`config.mk`:
```
export PLATFORM = sky130hd
export DESIGN_NAME = ddr_burst_arbiter
export DESIGN_NICKNAME = d
export VERILOG_FILES = /design/src/rtl/ddr_burst_arbiter.sv
export SDC_FILE = /design/constraint.sdc
export NUM_CORES = 1
export LEC_CHECK = 0
export BUFFER_PORTS_ARGS = -buffer_cell sky130_fd_sc_hd__buf_2
export CAP_MARGIN = 20
export CORE_MARGIN = 2
export CORE_UTILIZATION = 46
export DETAILED_ROUTE_END_ITERATION = 10
export PLACE_DENSITY = 0.79
export SKIP_CTS_REPAIR_TIMING = 1
export SYNTH_ARGS = -nofsm -noshare
export SYNTH_HDL_FRONTEND = slang
export SYNTH_SLANG_ARGS = --single-unit
```
`constraint.sdc`:
```
create_clock -name clk -period 2.2 [get_ports clk]
set_clock_uncertainty 0.1 [all_clocks]
set_input_delay 0.44 -clock clk [delete_from_list [all_inputs] [get_ports clk]]
set_output_delay 0.44 -clock clk [all_outputs]
set_load 0.05 [all_outputs]
```
`src/rtl/ddr_burst_arbiter.sv`:
```
// Arbitrates four cache-side requesters onto the single DDR controller burst port.
// Winner is latched at grant, held through BURST, and acknowledged with a one-cycle done pulse.
module ddr_burst_arbiter #(
  parameter int DDR_ADDR_WIDTH  = 28,
  parameter int BURST_LEN_WIDTH = 10,
  parameter int TIMEOUT_CYCLES  = 1023
) (
  input  logic                       clk,
  input  logic                       rst,
  input  logic                       init_calib_complete,
  input  logic                       ins_read_req,
  input  logic [DDR_ADDR_WIDTH-1:0]  ins_read_addr,
  input  logic [7:0]                 ins_read_len,
  input  logic                       data_read_req,
  input  logic [DDR_ADDR_WIDTH-1:0]  data_read_addr,
  input  logic [BURST_LEN_WIDTH-1:0] data_read_len,
  input  logic                       jmp_addr_read_req,
  input  logic                       data_store_req,
  input  logic [DDR_ADDR_WIDTH-1:0]  data_write_addr,
  input  logic [BURST_LEN_WIDTH-1:0] data_write_len,
  input  logic                       rd_burst_finish,
  input  logic                       wr_burst_finish,
  output logic                       rd_burst_req,
  output logic                       wr_burst_req,
  output logic [DDR_ADDR_WIDTH-1:0]  rd_burst_addr,
  output logic [BURST_LEN_WIDTH-1:0] rd_burst_len,
  output logic [DDR_ADDR_WIDTH-1:0]  wr_burst_addr,
  output logic [BURST_LEN_WIDTH-1:0] wr_burst_len,
  output logic [3:0]                 grant,
  output logic [3:0]                 done,
  output logic                       busy,
  output logic                       timeout_err,
  output logic [1:0]                 state_dbg
);

  // Handshake: rd/wr_burst_req rises with grant and holds until the matching
  // finish pulse (or watchdog expiry); the request drops on the edge after finish.
  typedef enum logic [1:0] {
    S_IDLE  = 2'd0,
    S_BURST = 2'd1,
    S_DONE  = 2'd2
  } state_t;

  localparam int CNT_W = $clog2(TIMEOUT_CYCLES + 1);

  state_t                     state;
  logic                       rr_data;
  logic                       len_zero;
  logic [CNT_W-1:0]           wd_cnt;
  logic [3:0]                 win;
  logic [DDR_ADDR_WIDTH-1:0]  rd_addr_sel;
  logic [BURST_LEN_WIDTH-1:0] rd_len_sel;
  logic                       match_finish;

  assign state_dbg = state;

  // rr_data=1 means data read is preferred over instruction read on a tie.
  always_comb begin
    win = 4'b0000;
    if (data_store_req)
      win = 4'b1000;
    else if (jmp_addr_read_req)
      win = 4'b0100;
    else if (data_read_req && (!ins_read_req || rr_data))
      win = 4'b0010;
    else if (ins_read_req)
      win = 4'b0001;
  end

  always_comb begin
    rd_addr_sel = win[0] ? ins_read_addr : data_read_addr;
    if (win[2])
      rd_len_sel = BURST_LEN_WIDTH'(1);
    else if (win[1])
      rd_len_sel = data_read_len;
    else
      rd_len_sel = BURST_LEN_WIDTH'(ins_read_len);
  end

  assign match_finish = grant[3] ? wr_burst_finish : rd_burst_finish;

  always_ff @(posedge clk) begin
    if (rst) begin
      state         <= S_IDLE;
      rr_data       <= 1'b0;
      len_zero      <= 1'b0;
      wd_cnt        <= '0;
      rd_burst_req  <= 1'b0;
      wr_burst_req  <= 1'b0;
      rd_burst_addr <= '0;
      rd_burst_len  <= '0;
      wr_burst_addr <= '0;
      wr_burst_len  <= '0;
      grant         <= 4'b0000;
      done          <= 4'b0000;
      busy          <= 1'b0;
      timeout_err   <= 1'b0;
    end else begin
      case (state)
        S_IDLE: begin
          done <= 4'b0000;
          if (init_calib_complete && (win != 4'b0000)) begin
            grant  <= win;
            busy   <= 1'b1;
            wd_cnt <= '0;
            state  <= S_BURST;
            if (win[3]) begin
              wr_burst_addr <= data_write_addr;
              wr_burst_len  <= data_write_len;
              wr_burst_req  <= (data_write_len != '0);
              len_zero      <= (data_write_len == '0);
            end else begin
              rd_burst_addr <= rd_addr_sel;
              rd_burst_len  <= rd_len_sel;
              rd_burst_req  <= (rd_len_sel != '0);
              len_zero      <= (rd_len_sel == '0);
            end
          end
        end
        S_BURST: begin
          if (len_zero || match_finish) begin
            rd_burst_req <= 1'b0;
            wr_burst_req <= 1'b0;
            done         <= grant;
            state        <= S_DONE;
          end else if (wd_cnt == CNT_W'(TIMEOUT_CYCLES - 1)) begin
            rd_burst_req <= 1'b0;
            wr_burst_req <= 1'b0;
            timeout_err  <= 1'b1;
            done         <= grant;
            state        <= S_DONE;
          end else begin
            wd_cnt <= wd_cnt + 1'b1;
          end
        end
        S_DONE: begin
          done   <= 4'b0000;
          grant  <= 4'b0000;
          busy   <= 1'b0;
          wd_cnt <= '0;
          state  <= S_IDLE;
          // Losing side of the data/ins pair becomes preferred next time.
          if (grant[0] || grant[1])
            rr_data <= grant[0];
        end
        default: state <= S_IDLE;
      endcase
    end
  end

endmodule

```
==> results of run 1 <==
## power by group
group	internal (W)	total (W)	switching, W
registers	0.00194	0.00199	0.0000491
clock network	0.000534	0.00118	0.000648
logic	0.000274	0.000884	0.000610
total	0.00275	0.00405	0.00131
## Yosys cell counts, types with 6 or more instances
master     number  area [µm²]
o2bb2ai_1       7        61.3
a21oi_1        49         245
o31ai_1         6        45.0
nand2_1        94         353
nand3_1        15        75.1
nor2_1         44         165
mux2i_1        42         420
nor4_1          9        56.3
clkbuf_1       27         101
buf_2           7        35.0
or4_1           7        52.6
a211oi_1       32         240
dfxtp_1       102        2040
## per-layer routing
metal,routed length [µm],share of wire (%),up-vias,GRT usage [%]
li1,-,-,2165,-
met4,195,1.7,0,8.85
met1,4880,42,1947,27.3
met2,5810,51,133,39.2
met3,607,5.3,21,3.90
met5,0,0,-,0
## area by class of cell
class / instances / area (µm²) / area share (%)
clock buffer: 10 / 128 / 2.26
timing repair buffer: 225 / 1180 / 20.8
inverter: 5 / 18.8 / 0.332
clock inverter: 6 / 67.6 / 1.20
tap: 111 / 139 / 2.46
sequential: 102 / 2040 / 36.2
multi-input combinational: 353 / 2080 / 36.8
## metrics by stage
stage | std cells | utilization (%) | cell area, µm² | hold slack (ns)
6_report | 812 | 62.0 | 5650 | 0.207
5_1_grt | 812 | 62.0 | 5650 | 0.187
4_1_cts | 812 | 62.0 | 5650 | 0.187
3_5_place_dp | 796 | 59.9 | 5460 | 0.343
3_3_place_gp | 796 | 59.9 | 5460 | 0.339
2_1_floorplan | 496 | - | 4280 | 0.351
## worst max-delay path, stage by stage, from the launching register on
cell     delay [ns]
dfxtp_2        0.38
mux2_4         0.31
or3_1          0.45
buf_4          0.20
nor4_1         0.26
mux2i_1        0.24
## cell usage in the layout (no fill, tap or decap), types with 9 or more instances in the layout
master    synthesis  final
nand2_1          94     94
a21oi_1          49     49
a211oi_1         32     32
dfxtp_1         102    101
nor2_1           44     44
buf_4             0     14
nand3_1          15     14
buf_2             7    210
mux2i_1          42     42
clkbuf_8          0      9
nor4_1            9      9
## registers in the layout, indices dropped and copies added (netlist names)
signal         flops
busy               1
done               4
grant              4
len_zero           1
rd_burst_addr     28
rd_burst_len      10
rd_burst_req       1
rr_data            1
state_dbg          2
timeout_err        1
wd_cnt            10
wr_burst_addr     28
wr_burst_len      10
wr_burst_req       1
## cell families after synthesis
logic type                 after synthesis  share of synthesized area (%)
AOI/OAI and AO/OA                      113                           17.3
adders and majority gates                2                          0.585
buffers and inverters                   41                           3.80
DFF                                    102                           47.7
muxes                                   43                           10.2
and+or+nand+nor                        195                           20.4
## final timing paths
path,start,to
min reg2reg,wr_burst_addr[2],wr_burst_addr[2]
max reg2reg,grant[3],wd_cnt[6]
max,grant[3],wd_cnt[6]
min,data_write_addr[2],wr_burst_addr[2]
==> results.yml, run 1 <==
clocking:
  cts_buffers: 9
  cts_tree: "built"
  root_buffer: "clkbuf_8"
  h-tree-depth: 3
  cts.sinks: 102
  clkLatencyLatePin_ns: 0.35
  clk_pin_slew_worst_paths_ns: 0.11
  cts_buffer_depth: 2
hold_path:
  min_path_cells: 3
  hp-class: "input port to flip-flop"
setup_path:
  cp.required_ns: 2.37
  worst-r2r-cell-count: 5
  end_kind: "flip-flop"
  path_class: "flip-flop to flip-flop"
  reg2reg_slack_ns: 0.19
  crit_fanout: 8
  startpoint_type: "flip-flop"
  cp.arrival_ns: 2.18
power_and_ir_drop:
  power_density_nw_per_um2: 717
  finalPower_w: 0.00405
  power.leakage_nw: 2.71
  ir_drop_v: 0.000390
die:
  core_um2: 9110
  rows: 35
  die_w_um: 100
  fp.dieH_um: 100
  start_util_pct: 47.0
  boundaryPins: 211
  die_area_um2: 10100
global_routing:
  grt_max_degree: 60
  track_usage_pct: 22.4
  grt_overflow: 0
  antenna_found_initial: 0
  grt_pass1_wl_um: 18300
  grt_pass1_vias: 4058
drt:
  drcViolationCount: 0
  routed_wl_um: 11500
  viasPerCell: 5.25
  ant_nets: 0
  vias: 4266
  first_iter_violations: 130
  wire_per_inst_um: 14.2
  drt-pass1-iter-count: 4
synth:
  ys_types: 40
  synth_edf_count: 0
  yosysWarnings: 0
  ys.flop_type: "dfxtp_1"
  synth-async-reset-ratio_pct: 0
  synth_nets: 619
  seq_area_frac_synth_pct: 47.7
  postSynthAreaPerCell_um2: 8.62
  ys_ff_latch: 102
  synthesis.area_um2: 4280
  syn_inst: 496
placement:
  dp_slack_ns: 0.0546
  dp_hpwl_um: 8800
  port_buffers: 210
  gp_congestion: 0.947
sta:
  finalHoldViolCount: 0
  finalCriticalPeriod_ns: 2.01
  rsz0062_at_grt: "false"
  slew_headroom_pct: 59.2
  setup_violations: 0
  drv_slew: 0
  worst_pin_slew_ns: 0.605
  setup_slack_ns: 0.185
  fmax_ghz: 0.496
  fin_tns_setup_ns: 0
  finalCritPeriodShare_pct: 91.6
final_layout:
  fillers: 848
  synthToLayoutAreaGrowth_pct: 32.1
  drive_above_1_share_pct: 35.2
  diodes: 0
  num-nets-final: 819
job:
  maxCapViolCount: 0
run_status:
  outcome: "finished clean"
Note: power is estimated with default switching activity, not from simulation.
==> inputs of run 2 (changes only) <==
--- a/config.mk
+++ b/config.mk
@@ -5,12 +5,13 @@
 export SDC_FILE = /design/constraint.sdc
 export NUM_CORES = 1
 export LEC_CHECK = 0
+export ABC_AREA = 1
 export BUFFER_PORTS_ARGS = -buffer_cell sky130_fd_sc_hd__buf_2
 export CAP_MARGIN = 20
-export CORE_MARGIN = 2
-export CORE_UTILIZATION = 46
+export CORE_MARGIN = 3
+export CORE_UTILIZATION = 47
 export DETAILED_ROUTE_END_ITERATION = 10
-export PLACE_DENSITY = 0.79
+export PLACE_DENSITY = 0.8
 export SKIP_CTS_REPAIR_TIMING = 1
 export SYNTH_ARGS = -nofsm -noshare
 export SYNTH_HDL_FRONTEND = slang
==> results.yml, run 2 <==
sta:
  setup_violations: 0
  drv_slew: 0
  worst_pin_slew_ns: 0.625
  rsz0062_at_grt: "false"
  fin_tns_setup_ns: 0
  finalHoldViolCount: 0
  fmax_ghz: 0.547
  slew_headroom_pct: 58.3
  finalCriticalPeriod_ns: 1.83
  finalCritPeriodShare_pct: 83.0
power_and_ir_drop:
  ir_drop_v: 0.000388
  power_density_nw_per_um2: 746
  power.leakage_nw: 2.89
drt:
  wl_met3_um: 895
  drt-pass1-iter-count: 5
  first_iter_violations: 343
  drcViolationCount: 0
  top_layer: "met4"
  ant_nets: 0
  wl_met1_um: 5360
  routed_wl_um: 13300
  wire_per_inst_um: 14.3
  vias: 4849
  route.met2.wl_um: 6510
  viasPerCell: 5.22
synth:
  syn_inst: 604
  synthesis.area_um2: 4490
  synth-async-reset-ratio_pct: 0
  synth_top_cell_by_area: "dfxtp_1"
  ys_types: 32
  synth_area_leaders: "dfxtp_1 45%, o21ai_0 8.9%, nor2_1 8.7%"
  synth_edf_count: 0
  ys.flop_type: "dfxtp_1"
  synth_nets: 727
  synth_most_common_cell: "nor2_1"
  synth_top_area_share_pct: 45.5
  synth_commonest_cells: "104 x nor2_1, 102 x dfxtp_1, 88 x nand2_1"
  yosysWarnings: 0
  postSynthAreaPerCell_um2: 7.44
  ys_ff_latch: 102
  seq_area_frac_synth_pct: 45.5
global_routing:
  grt_pass1_vias: 4639
  track_usage_pct: 24.0
  antenna_found_initial: 0
  grt_pass1_wl_um: 21700
  grt_max_degree: 50
  grt_overflow: 0
setup_path:
  path_class: "flip-flop to flip-flop"
  crit_fanout: 14
  end_kind: "flip-flop"
  crit_chain: "inv_1 > ha_1 > inv_1 > nor2_1 > nand4_2 > a21oi_4 > nor2_4 > o21ai_0 > a21oi_1"
  startpoint_type: "flip-flop"
  path_buf_inv: 2
  cpPeakStageDelay_ns: 0.36
  cp_common_cell: "inv_1"
  critPathSlowestCell: "dfxtp_1"
  cp.required_ns: 2.36
  crit_family: "compound AO/OA/AOI/OAI gates"
  cp.arrival_ns: 1.98
final_layout:
  drive_above_1_share_pct: 33.0
  layout.cells.most_common: "buf_2"
  top_regs: "rd_burst_addr: 28 flops, wr_burst_addr: 28 flops"
  multi_input_area_um2: 2060
  stdcell_count: 929
  regArea_um2: 2040
  num-nets-final: 918
  fillers: 883
  final_cell_mix: "210 x buf_2, 103 x nor2_1, 102 x dfxtp_1"
  synthToLayoutAreaGrowth_pct: 29.3
  diodes: 0
job:
  maxCapViolCount: 0
clocking:
  cts_buffers: 9
  clk_pin_slew_worst_paths_ns: 0.13
  clkLatencyLatePin_ns: 0.37
  cts.sinks: 102
  h-tree-depth: 3
  cts_tree: "built"
  root_buffer: "clkbuf_8"
  cts_buffer_depth: 2
run_status:
  outcome: "finished clean"
hold_path:
  hp-class: "input port to flip-flop"
placement:
  gp_congestion: 0.867
  place_inst: 913
  port_buffers: 210
  dp_hpwl_um: 10100
die:
  boundaryPins: 211
  core_um2: 9280
  rows: 35
  die_area_um2: 10800
  fp.dieH_um: 104
  die_w_um: 104
  start_util_pct: 48.4
## run 2: power by group
part	internal [W]	switching (W)
Clock	0.000468	0.000766
Combinational	0.000285	0.000780
Sequential	0.00197	0.0000631
Total	0.00272	0.00161
## run 2: path summary, 6_finish.rpt
kind	from	to	slack [ns]	depth (start not counted)
setup reg to reg	wd_cnt[0]	wd_cnt[0]	0.37	9
hold / removal	data_write_addr[10]	wr_burst_addr[10]	0.16	3
setup / recovery	wd_cnt[0]	wd_cnt[0]	0.37	9
hold reg to reg	rd_burst_len[8]	rd_burst_len[8]	0.37	2
## run 2: kinds of logic (layout without fill, tap and decap cells)
logic type | count (synthesis) | after routing | share of synthesized area [%]
xor gates and xnor gates | 5 | 5 | 0.975
DFF | 102 | 102 | 45.5
and+or+nand+nor | 260 | 260 | 25.7
AOI/OAI and AO/OA | 149 | 149 | 18.6
buffers and inverters | 86 | 282 | 8.72
adders and majority gates | 2 | 2 | 0.557
## run 2: worst reg2reg max path: cells and delay by family (launching register included)
kind                     cells  cell delay, ns
adder cells (fa/ha/maj)      1            0.15
AND/OR/NAND/NOR              3            0.44
buffers and inverters        2            0.14
flip-flops                   1            0.36
AO/OA/AOI/OAI                3            0.53
## run 2: layout make-up
type                       count  area share [%]
clock buffer                   9            2.13
sequential                   102            35.2
multi-input combinational    416            35.5
clock inverter                 7            1.57
inverter                      45            2.91
timing repair buffer         221            20.0
tap                          129            2.78
## run 2: per-layer routing
metal  vias to the layer above  global-route usage, %
met5                         -                      0
met4                         0                   10.8
met3                        48                   6.54
met2                       172                   40.5
met1                      2219                   28.7
li1                       2410                      -
## run 2: metrics by stage
| stage | power [W] | cell area (µm²) | utilization, % | setup WS, ns | hold WS [ns] |
|---|---|---|---|---|---|
| 3_3_place_gp | 0.00311 | 5590 | 60.2 | 0.319 | 0.356 |
| 3_5_place_dp | 0.00313 | 5590 | 60.2 | 0.267 | 0.352 |
| 5_1_grt | 0.00453 | 5810 | 62.5 | 0.172 | 0.163 |
| 6_report | 0.00433 | 5810 | 62.5 | 0.374 | 0.163 |
| 4_1_cts | 0.00436 | 5810 | 62.5 | 0.373 | 0.158 |
| 2_1_floorplan | 0.00282 | 4490 | - | 0.321 | 0.339 |
==> inputs of run 3 (changes only) <==
--- a/config.mk
+++ b/config.mk
@@ -9,9 +9,9 @@
 export BUFFER_PORTS_ARGS = -buffer_cell sky130_fd_sc_hd__buf_2
 export CAP_MARGIN = 20
 export CORE_MARGIN = 3
-export CORE_UTILIZATION = 47
+export CORE_UTILIZATION = 42
 export DETAILED_ROUTE_END_ITERATION = 10
-export PLACE_DENSITY = 0.8
+export PLACE_DENSITY = 0.75
 export SKIP_CTS_REPAIR_TIMING = 1
 export SYNTH_ARGS = -nofsm -noshare
 export SYNTH_HDL_FRONTEND = slang
==> constraint.sdc (replaced) <==
create_clock -name clk -period 1.6 [get_ports clk]
set_clock_uncertainty 0.1 [all_clocks]
set_input_delay 0.32 -clock clk [delete_from_list [all_inputs] [get_ports clk]]
set_output_delay 0.32 -clock clk [all_outputs]
set_load 0.05 [all_outputs]
==> results.yml, run 3 (synthesis results as in run 2) <==
run_status:
  outcome: "complete, but fails checks"
  failed_checks: "negative setup slack"
setup_path:
  cp.arrival_ns: 1.87
  reg2reg_slack_ns: -0.07
  end_kind: "flip-flop"
  cp.required_ns: 1.81
  crit_fanout: 6
  path_class: "flip-flop to flip-flop"
  startpoint_type: "flip-flop"
die:
  fp.dieH_um: 109
  die_area_um2: 12000
  rows: 37
  die_w_um: 109
  start_util_pct: 43.3
  core_um2: 10400
  boundaryPins: 211
sta:
  rsz0062_at_grt: "true"
  fmax_ghz: 0.600
  finalCriticalPeriod_ns: 1.67
  finalCritPeriodShare_pct: 104
  slew_headroom_pct: 73.3
  worst_pin_slew_ns: 0.398
  finalHoldViolCount: 0
  holdWs_ns: 0.0538
  setup_violations: 11
  drv_slew: 0
  setup_slack_ns: -0.0669
final_layout:
  synthToLayoutAreaGrowth_pct: 41.9
  layout.cells.most_common: "buf_2"
  final_cell_mix: "210 x buf_2, 99 x nor2_1, 96 x dfxtp_1"
  drive_above_1_share_pct: 40.0
  diodes: 0
  post-route-util_pct: 61.5
  top_regs: "rd_burst_addr: 28 flops, wr_burst_addr: 28 flops"
  num-nets-final: 966
clocking:
  cts_buffers: 9
  h-tree-depth: 3
  cts_tree: "built"
  clkLatencyLatePin_ns: 0.37
  cts_buffer_depth: 2
  cts.sinks: 102
  clk_pin_slew_worst_paths_ns: 0.11
  root_buffer: "clkbuf_8"
global_routing:
  grt_max_degree: 46
  grt_pass1_wl_um: 21900
  antenna_found_initial: 0
  grt_pass1_vias: 4703
  track_usage_pct: 22.7
  grt_overflow: 0
power_and_ir_drop:
  power_density_nw_per_um2: 972
  power.leakage_nw: 3.15
  share_comb_of_total_power_pct: 26.3
  p_switching_w: 0.00224
  power.share.sequential_pct: 45.3
  swShare_pct: 36.1
  ir_drop_v: 0.000542
  p_clk_share_pct: 28.4
  p_int_w: 0.00396
drt:
  vias: 5140
  first_iter_violations: 319
  routed_wl_um: 14700
  viasPerCell: 5.22
  wire_per_inst_um: 15.0
  drcViolationCount: 0
  ant_nets: 0
  drt-pass1-iter-count: 5
placement:
  port_buffers: 210
  gp_congestion: 0.872
  dp_hpwl_um: 10400
  dp_slack_ns: -0.218
job:
  maxCapViolCount: 0
hold_path:
  hp-class: "input port to flip-flop"
run 3: cell types whose count changed in the layout (fill, tap and decap cells not counted), moves of 4 or more:
| cell | change |
|---|---|
| buf_4 | +39 |
| buf_6 | +5 |
| o21ai_0 | -6 |
| dfxtp_1 | -6 |
| nor2_1 | -4 |
run 3: final timing paths:
path / startpoint / end / cells after the start
worst max-delay path: wd_cnt[0] / wd_cnt[5] / 9
worst min register to register: rd_burst_len[8] / rd_burst_len[8] / 2
worst max register to register: wd_cnt[0] / wd_cnt[5] / 9
worst min-delay path: data_write_addr[11] / wr_burst_addr[11] / 3
run 3: cell type report:
cell class	count	area, µm²
Clock buffer	9	124
Clock inverter	7	90.1
Fill cell	950	4000
Inverter	45	179
Multi-Input combinational cell	418	2200
Sequential cell	102	2060
Tap cell	136	170
Timing Repair Buffer	267	1550
run 3: metrics by stage:
step	TNS, ns	std cells	area, µm²	total power (W)
2_1_floorplan	0	604	4500	0.00388
3_3_place_gp	-0.202	958	5900	0.00436
3_5_place_dp	-0.871	958	5900	0.00439
4_1_cts	-0.583	974	6120	0.00613
5_1_grt	-1.50	984	6370	0.00647
6_report	-0.485	984	6370	0.00619
run 3: worst max-delay path, stage by stage, from the launching register on:
cell	delay (ns)
dfxtp_4	0.38
inv_4	0.06
ha_4	0.12
inv_2	0.04
nor2_4	0.10
nand4_4	0.15
a21oi_4	0.29
buf_6	0.17
o21ai_0	0.07
a21oi_1	0.12
run 3: power by group through the flow:
stage | Combinational (W) | Sequential (W) | Clock, W
after floorplan | 0.000479 | 0.00340 | 0
after global placement | 0.00151 | 0.00285 | 0
after detailed placement | 0.00154 | 0.00285 | 0
after CTS | 0.00155 | 0.00280 | 0.00179
after global routing | 0.00174 | 0.00283 | 0.00189
final | 0.00163 | 0.00281 | 0.00176
run 3: per-layer routing:
metal | up-vias | GRT usage, % | part of all wire [%]
met2 | 218 | 36.7 | 48
met3 | 35 | 5.40 | 7.0
met1 | 2369 | 29.3 | 42
met4 | 0 | 8.55 | 3.0
li1 | 2518 | - | -
met5 | - | 0 | 0
